<file path="config.mk">
export PLATFORM = sky130hd
export DESIGN_NAME = multicycle_control
export DESIGN_NICKNAME = d
export VERILOG_FILES = /design/src/rtl/multicycle_control.sv
export SDC_FILE = /design/constraint.sdc
export NUM_CORES = 1
export LEC_CHECK = 0
export ABC_AREA = 1
export BUFFER_PORTS_ARGS = -buffer_cell sky130_fd_sc_hd__buf_4
export CAP_MARGIN = 20
export CORE_MARGIN = 2
export CORE_UTILIZATION = 50
export CTS_CLUSTER_DIAMETER = 100
export DETAILED_ROUTE_END_ITERATION = 12
export PLACE_DENSITY = 0.8
export SYNTH_ARGS = -nofsm -noshare
export SYNTH_HDL_FRONTEND = slang
export SYNTH_SLANG_ARGS = --single-unit
</file>
<file path="constraint.sdc">
create_clock -name clk -period 2.56 [get_ports clk]
set_clock_uncertainty 0.2 [all_clocks]
set_input_delay 0.384 -clock clk [delete_from_list [all_inputs] [get_ports clk]]
set_output_delay 0.384 -clock clk [all_outputs]
set_load 0.03 [all_outputs]
</file>
<file path="src/rtl/multicycle_control.sv">
// Multi-cycle control sequencer for the MIPS-subset datapath: a per-instruction FSM
// that drives the datapath muxes, handshakes with shared memory and counts retires.
module multicycle_control #(
  parameter int unsigned CNT_W       = 32,
  parameter int unsigned MEM_TIMEOUT = 16
) (
  input  logic             clk,
  input  logic             rst,
  input  logic [5:0]       opcode,
  input  logic [5:0]       func,
  input  logic             mem_ready,
  output logic             mem_req,
  output logic             mem_we,
  output logic             mem_half,
  output logic             i_or_d,
  output logic             ir_write,
  output logic             pc_write,
  output logic             pc_write_cond,
  output logic             pc_source,
  output logic             alu_src_a,
  output logic [1:0]       alu_src_b,
  output logic [2:0]       aluc,
  output logic             reg_write,
  output logic             reg_dst,
  output logic             mem_to_reg,
  output logic [CNT_W-1:0] instr_count,
  output logic             trap,
  output logic [1:0]       trap_cause
);

  localparam int unsigned TO_W = $clog2(MEM_TIMEOUT);
  localparam logic [TO_W-1:0] TO_LAST = TO_W'(MEM_TIMEOUT - 1);

  localparam logic [5:0] OP_RTYPE = 6'b000000;
  localparam logic [5:0] OP_BEQ   = 6'b000100;
  localparam logic [5:0] OP_ADDI  = 6'b001000;
  localparam logic [5:0] OP_ANDI  = 6'b001100;
  localparam logic [5:0] OP_ORI   = 6'b001101;
  localparam logic [5:0] OP_LW    = 6'b100011;
  localparam logic [5:0] OP_LH    = 6'b100001;
  localparam logic [5:0] OP_SW    = 6'b101011;

  localparam logic [2:0] ALU_ADD = 3'b000;
  localparam logic [2:0] ALU_SUB = 3'b001;
  localparam logic [2:0] ALU_AND = 3'b010;
  localparam logic [2:0] ALU_OR  = 3'b011;
  localparam logic [2:0] ALU_SLL = 3'b100;
  localparam logic [2:0] ALU_SRL = 3'b101;
  localparam logic [2:0] ALU_SLT = 3'b110;

  typedef enum logic [3:0] {
    S_FETCH  = 4'd0,
    S_DECODE = 4'd1,
    S_EXEC_R = 4'd2,
    S_RWB    = 4'd3,
    S_EXEC_I = 4'd4,
    S_IWB    = 4'd5,
    S_BRANCH = 4'd6,
    S_ADDR   = 4'd7,
    S_MEM_RD = 4'd8,
    S_LDWB   = 4'd9,
    S_MEM_WR = 4'd10,
    S_TRAP   = 4'd11
  } stateT;

  stateT            state;
  stateT            stateNext;
  logic [TO_W-1:0]  toCnt;
  logic [CNT_W-1:0] instrCountQ;
  logic             trapQ;
  logic [1:0]       trapCauseQ;
  logic [1:0]       causeNext;
  logic             retire;
  logic             toHit;
  logic             rFuncOk;
  logic [2:0]       rAluc;
  logic [2:0]       iAluc;

  // Registered control outputs, loaded with the decode of the state being entered
  logic       memReqQ, memWeQ, memHalfQ, iOrDQ, fetchQ, pcWriteCondQ, pcSourceQ;
  logic       aluSrcAQ, regWriteQ, regDstQ, memToRegQ;
  logic [1:0] aluSrcBQ;
  logic [2:0] alucQ;
  logic       memReqN, memWeN, memHalfN, iOrDN, fetchN, pcWriteCondN, pcSourceN;
  logic       aluSrcAN, regWriteN, regDstN, memToRegN;
  logic [1:0] aluSrcBN;
  logic [2:0] alucN;

  // R-type function field decode
  always_comb begin
    rFuncOk = 1'b1;
    rAluc   = ALU_ADD;
    case (func)
      6'b100000: rAluc = ALU_ADD;
      6'b100010: rAluc = ALU_SUB;
      6'b000000: rAluc = ALU_SLL;
      6'b000010: rAluc = ALU_SRL;
      6'b100100: rAluc = ALU_AND;
      6'b100101: rAluc = ALU_OR;
      6'b101010: rAluc = ALU_SLT;
      default:   rFuncOk = 1'b0;
    endcase
  end

  always_comb begin
    iAluc = ALU_ADD;
    if (opcode == OP_ANDI) iAluc = ALU_AND;
    else if (opcode == OP_ORI) iAluc = ALU_OR;
  end

  // Next state, retire strobe and next-cycle control decode
  always_comb begin
    stateNext    = state;
    causeNext    = trapCauseQ;
    retire       = 1'b0;
    toHit        = (toCnt == TO_LAST) && !mem_ready;
    memReqN      = 1'b0;
    memWeN       = 1'b0;
    memHalfN     = 1'b0;
    iOrDN        = 1'b0;
    fetchN       = 1'b0;
    pcWriteCondN = 1'b0;
    pcSourceN    = 1'b0;
    aluSrcAN     = 1'b0;
    aluSrcBN     = 2'b00;
    alucN        = ALU_ADD;
    regWriteN    = 1'b0;
    regDstN      = 1'b0;
    memToRegN    = 1'b0;

    case (state)
      S_FETCH: begin
        if (mem_ready) begin
          stateNext = S_DECODE;
        end else if (toHit) begin
          stateNext = S_TRAP;
          causeNext = 2'b10;
        end
      end
      S_DECODE: begin
        if (opcode == OP_RTYPE && rFuncOk) begin
          stateNext = S_EXEC_R;
        end else if (opcode == OP_BEQ) begin
          stateNext = S_BRANCH;
        end else if (opcode == OP_ADDI || opcode == OP_ANDI || opcode == OP_ORI) begin
          stateNext = S_EXEC_I;
        end else if (opcode == OP_LW || opcode == OP_LH || opcode == OP_SW) begin
          stateNext = S_ADDR;
        end else begin
          stateNext = S_TRAP;
          causeNext = 2'b01;
        end
      end
      S_EXEC_R: stateNext = S_RWB;
      S_EXEC_I: stateNext = S_IWB;
      S_RWB, S_IWB, S_BRANCH, S_LDWB: begin
        retire    = 1'b1;
        stateNext = S_FETCH;
      end
      S_ADDR: stateNext = (opcode == OP_SW) ? S_MEM_WR : S_MEM_RD;
      S_MEM_RD: begin
        if (mem_ready) begin
          stateNext = S_LDWB;
        end else if (toHit) begin
          stateNext = S_TRAP;
          causeNext = 2'b10;
        end
      end
      S_MEM_WR: begin
        if (mem_ready) begin
          retire    = 1'b1;
          stateNext = S_FETCH;
        end else if (toHit) begin
          stateNext = S_TRAP;
          causeNext = 2'b10;
        end
      end
      S_TRAP:  stateNext = S_TRAP;
      default: stateNext = S_FETCH;
    endcase

    case (stateNext)
      S_FETCH: begin
        memReqN  = 1'b1;
        fetchN   = 1'b1;
        aluSrcBN = 2'b01;
      end
      S_DECODE: aluSrcBN = 2'b11;
      S_EXEC_R: begin
        aluSrcAN = 1'b1;
        alucN    = rAluc;
      end
      S_RWB: begin
        regWriteN = 1'b1;
        regDstN   = 1'b1;
      end
      S_EXEC_I: begin
        aluSrcAN = 1'b1;
        aluSrcBN = 2'b10;
        alucN    = iAluc;
      end
      S_IWB: regWriteN = 1'b1;
      S_BRANCH: begin
        aluSrcAN     = 1'b1;
        alucN        = ALU_SUB;
        pcWriteCondN = 1'b1;
        pcSourceN    = 1'b1;
      end
      S_ADDR: begin
        aluSrcAN = 1'b1;
        aluSrcBN = 2'b10;
      end
      S_MEM_RD: begin
        memReqN  = 1'b1;
        iOrDN    = 1'b1;
        memHalfN = (opcode == OP_LH);
      end
      S_LDWB: begin
        regWriteN = 1'b1;
        memToRegN = 1'b1;
        memHalfN  = (opcode == OP_LH);
      end
      S_MEM_WR: begin
        memReqN = 1'b1;
        memWeN  = 1'b1;
        iOrDN   = 1'b1;
      end
      default: ;
    endcase
  end

  // Reset parks the output registers at the FETCH decode; rst gating below keeps them quiet
  always_ff @(posedge clk or posedge rst) begin
    if (rst) begin
      state        <= S_FETCH;
      toCnt        <= '0;
      instrCountQ  <= '0;
      trapQ        <= 1'b0;
      trapCauseQ   <= 2'b00;
      memReqQ      <= 1'b1;
      memWeQ       <= 1'b0;
      memHalfQ     <= 1'b0;
      iOrDQ        <= 1'b0;
      fetchQ       <= 1'b1;
      pcWriteCondQ <= 1'b0;
      pcSourceQ    <= 1'b0;
      aluSrcAQ     <= 1'b0;
      aluSrcBQ     <= 2'b01;
      alucQ        <= ALU_ADD;
      regWriteQ    <= 1'b0;
      regDstQ      <= 1'b0;
      memToRegQ    <= 1'b0;
    end else begin
      state      <= stateNext;
      trapCauseQ <= causeNext;
      trapQ      <= (stateNext == S_TRAP);
      if (retire) instrCountQ <= instrCountQ + CNT_W'(1);
      if (stateNext != state) toCnt <= '0;
      else if (memReqQ && !mem_ready) toCnt <= toCnt + TO_W'(1);
      memReqQ      <= memReqN;
      memWeQ       <= memWeN;
      memHalfQ     <= memHalfN;
      iOrDQ        <= iOrDN;
      fetchQ       <= fetchN;
      pcWriteCondQ <= pcWriteCondN;
      pcSourceQ    <= pcSourceN;
      aluSrcAQ     <= aluSrcAN;
      aluSrcBQ     <= aluSrcBN;
      alucQ        <= alucN;
      regWriteQ    <= regWriteN;
      regDstQ      <= regDstN;
      memToRegQ    <= memToRegN;
    end
  end

  assign mem_req       = memReqQ & ~rst;
  assign mem_we        = memWeQ;
  assign mem_half      = memHalfQ;
  assign i_or_d        = iOrDQ;
  assign ir_write      = fetchQ & mem_ready & ~rst;
  assign pc_write      = fetchQ & mem_ready & ~rst;
  assign pc_write_cond = pcWriteCondQ;
  assign pc_source     = pcSourceQ;
  assign alu_src_a     = aluSrcAQ;
  assign alu_src_b     = rst ? 2'b00 : aluSrcBQ;
  assign aluc          = alucQ;
  assign reg_write     = regWriteQ;
  assign reg_dst       = regDstQ;
  assign mem_to_reg    = memToRegQ;
  assign instr_count   = instrCountQ;
  assign trap          = trapQ;
  assign trap_cause    = trapCauseQ;

endmodule
</file>
==> impl_metrics.ini <==
[cts]
holdBufCountCts = 1
cts.sinks = 58
post_cts.repair.setup_buffers = 0
cts_root_buf = clkbuf_8
clk_pin_slew_ns = 0.07
cts_buffers = 9
clk_path_buf_depth = 2
h-tree-depth = 3
cts_tree = done
clock_latency_ns = 0.34
cts-resized-gates = 0

[sta]
finalSetupTns_ns = 0
maxSlewHeadroom = 0.6448
rsz0062_at_grt = no
finalHoldViolCount = 0
period_share = 0.7952
clock.fmax_mhz = 491.2
worstMarginPinSlew_ns = 0.5279
setup_viol = 0
slew_violations = 0
period_needed_ns = 2.036
postLayoutSetupSlackWorst_ns = 0.5242

[floorplan]
die_w_microns = 87.51
ios = 67
start_util = 0.5161
die_area_sq_um = 7658
dieHeight_microns = 87.51
coreArea_sq_um = 6756
core.rowCount = 30

[synthesis]
synth.avg_cell_area_sq_um = 7.998
synthDistinctLibCells = 36
yosysSeqAreaShare = 0.4173
synth_seq_cells = 58
synth_edf_count = 0
synthesis.area_sq_um = 3487
async_flop_share = 1.000
postSynthCellCount = 436
synth_ff_type = dfrtp_1
yosysWarnings = 0
synthesis.nets = 453

[setup_path]
r2r-start = state[2]
worst_setup_path_start_kind = register
cp-end-kind = register
slowest_stage = dfrtp_1
cp.arrival_ns = 2.06
cpPeakStageDelay_ns = 0.41
required_ns = 2.58
crit_chain = inv_2 -> nand2_1 -> o21ai_1 -> nand3_1 -> nand3_2 -> nand3_4 -> nor2_2 -> nand2_1 -> xnor2_1
path_class = reg -> reg
startpoint = state[2]
worstRegToRegCells = 9
critPathMaxFanout = 19
cp_common_cell = nand2_1

[pwr]
irDropWorstVdd_v = 0.0005990
p_per_area_nw_per_um2 = 901.1
p_leak_nw = 2.146
power_mw = 3.827

[finish]
antenna_cells = 0
largest_reg_flops = 32
layout-drive-gt1-share = 0.2752
layout.nets = 528
syn2layout_area_growth_pct = 21.78
finalCoreUtilization = 0.6285
final_cell_count_no_fill = 596
nFillCells = 585

[run]
cap_violations = 0

[status]
status = finished, final reports clean

[global_route]
antenna_found_initial = 0
grt_max_degree = 51
track_usage = 0.2198
grt.overflow.total = 0
grt_pass1_vias = 2950
grt_pass1_wl_microns = 13030

[placement]
place_ws_ns = 0.5413
portBuffers = 66
place.gp.congestion = 0.9310
dp_hpwl_microns = 6102
dpl.cell_count = 579

[worst_hold_path]
worstHoldStart = func[5]
hp-class = in -> reg
hold_depth = 4

[routing]
post_drt_wl_per_cell_microns = 13.39
routed_wl_microns = 7983
viasPerCell = 5.185
drt_first_pass_iters = 4
drt-initial-drc-count = 135
ant_nets = 0
vias = 3090
drc = 0
## critical path, delay by kind of cell (launching register included)
kind                      cells  cell delay [ns]
AOI/OAI and AO/OA             1             0.15
xor gates and xnor gates      1             0.13
buffers and inverters         1             0.10
DFF                           1             0.41
and+or+nand+nor               6             0.91
## cell usage after synthesis, types with 2 or more instances
cell	count	share of area
a21oi_1	3	0.0043
buf_4	3	0.0065
buf_6	2	0.0065
dfrtp_1	55	0.39
dfstp_2	3	0.023
ha_1	2	0.0072
inv_1	52	0.056
inv_2	7	0.0075
nand2_1	107	0.12
nand2_2	10	0.018
nand2_4	2	0.0065
nand3_1	26	0.037
nand3_2	7	0.020
nand3_4	3	0.015
nand4_1	12	0.022
nor2_1	50	0.054
nor2_2	7	0.013
nor2_4	5	0.016
nor3_1	10	0.014
nor3_2	9	0.026
nor4_1	3	0.0054
o21ai_0	4	0.0057
o21ai_1	10	0.014
xnor2_1	11	0.028
xor2_1	22	0.055
## final cells by class
type,count,area (sq um),share of cell area
sequential,58,1455,0.3427
clock inverter,5,30.03,0.007071
timing repair buffer,69,533.0,0.1255
tap,80,100.1,0.02357
clock buffer,11,141.4,0.03329
inverter,60,225.2,0.05303
multi-input combinational,313,1762,0.4149
## metrics by stage
stage	area (sq um)	hold slack [ns]
final	4247	0.1333
after global routing	4247	0.1610
after CTS	4247	0.1245
after detailed placement	4065	0.1356
after global placement	4065	0.1313
after floorplan	3487	0.3564
## where the power goes
part / total [mW] / switching (mW) / internal (mW)
sequential: 1.26 / 0.149 / 1.11
combinational: 1.82 / 1.25 / 0.571
clock: 0.752 / 0.380 / 0.372
## worst paths after layout
| kind | endpoint | slack, ns |
|---|---|---|
| worst max-delay path | instr_count[19] | 0.52 |
| max in group asynchronous | fetchQ | 1.27 |
| worst max register to register | instr_count[19] | 0.52 |
| worst min register to register | trap_cause[0] | 0.29 |
| worst min-delay path | aluc[2] | 0.13 |
| min in group asynchronous | pc_source | 0.34 |
## logic make-up (layout without fill, tap and decap cells)
group	Yosys count	after routing	share of synthesized area
AO/OA/AOI/OAI	22	22	0.03911
buffers and inverters	65	145	0.07750
XOR/XNOR	33	33	0.08288
adder cells (fa/ha/maj)	2	2	0.007175
multiplexers	1	1	0.002871
AND/OR/NAND/NOR	255	255	0.3732
flip-flops	58	58	0.4173
## cell usage in the layout, fill, tap and decap left out, types with 2 or more instances in the layout
master	n
clkinv_2	3
o21ai_0	4
clkinvlp_4	2
nand4_1	12
xnor2_1	11
nand3_4	3
dfstp_2	3
clkbuf_8	10
nand2_2	10
o21ai_1	10
buf_4	67
nor4_1	3
nor2_4	5
nor3_1	10
dfrtp_1	55
nor2_2	7
inv_1	51
nand3_2	7
nand2_1	107
nor2_1	50
nand3_1	26
ha_1	2
nand2_4	2
a21oi_1	3
inv_2	8
nor3_2	9
xor2_1	22
## metal layers
metal,part of all wire,routed length [microns],global-route usage,up-vias
met4,0.026,205,0.1035,0
li1,-,-,-,1536
met1,0.41,3310,0.2565,1448
met5,0,0,0,-
met3,0.043,346,0.04929,21
met2,0.52,4121,0.3822,85
(Power assumes the default switching activity.)
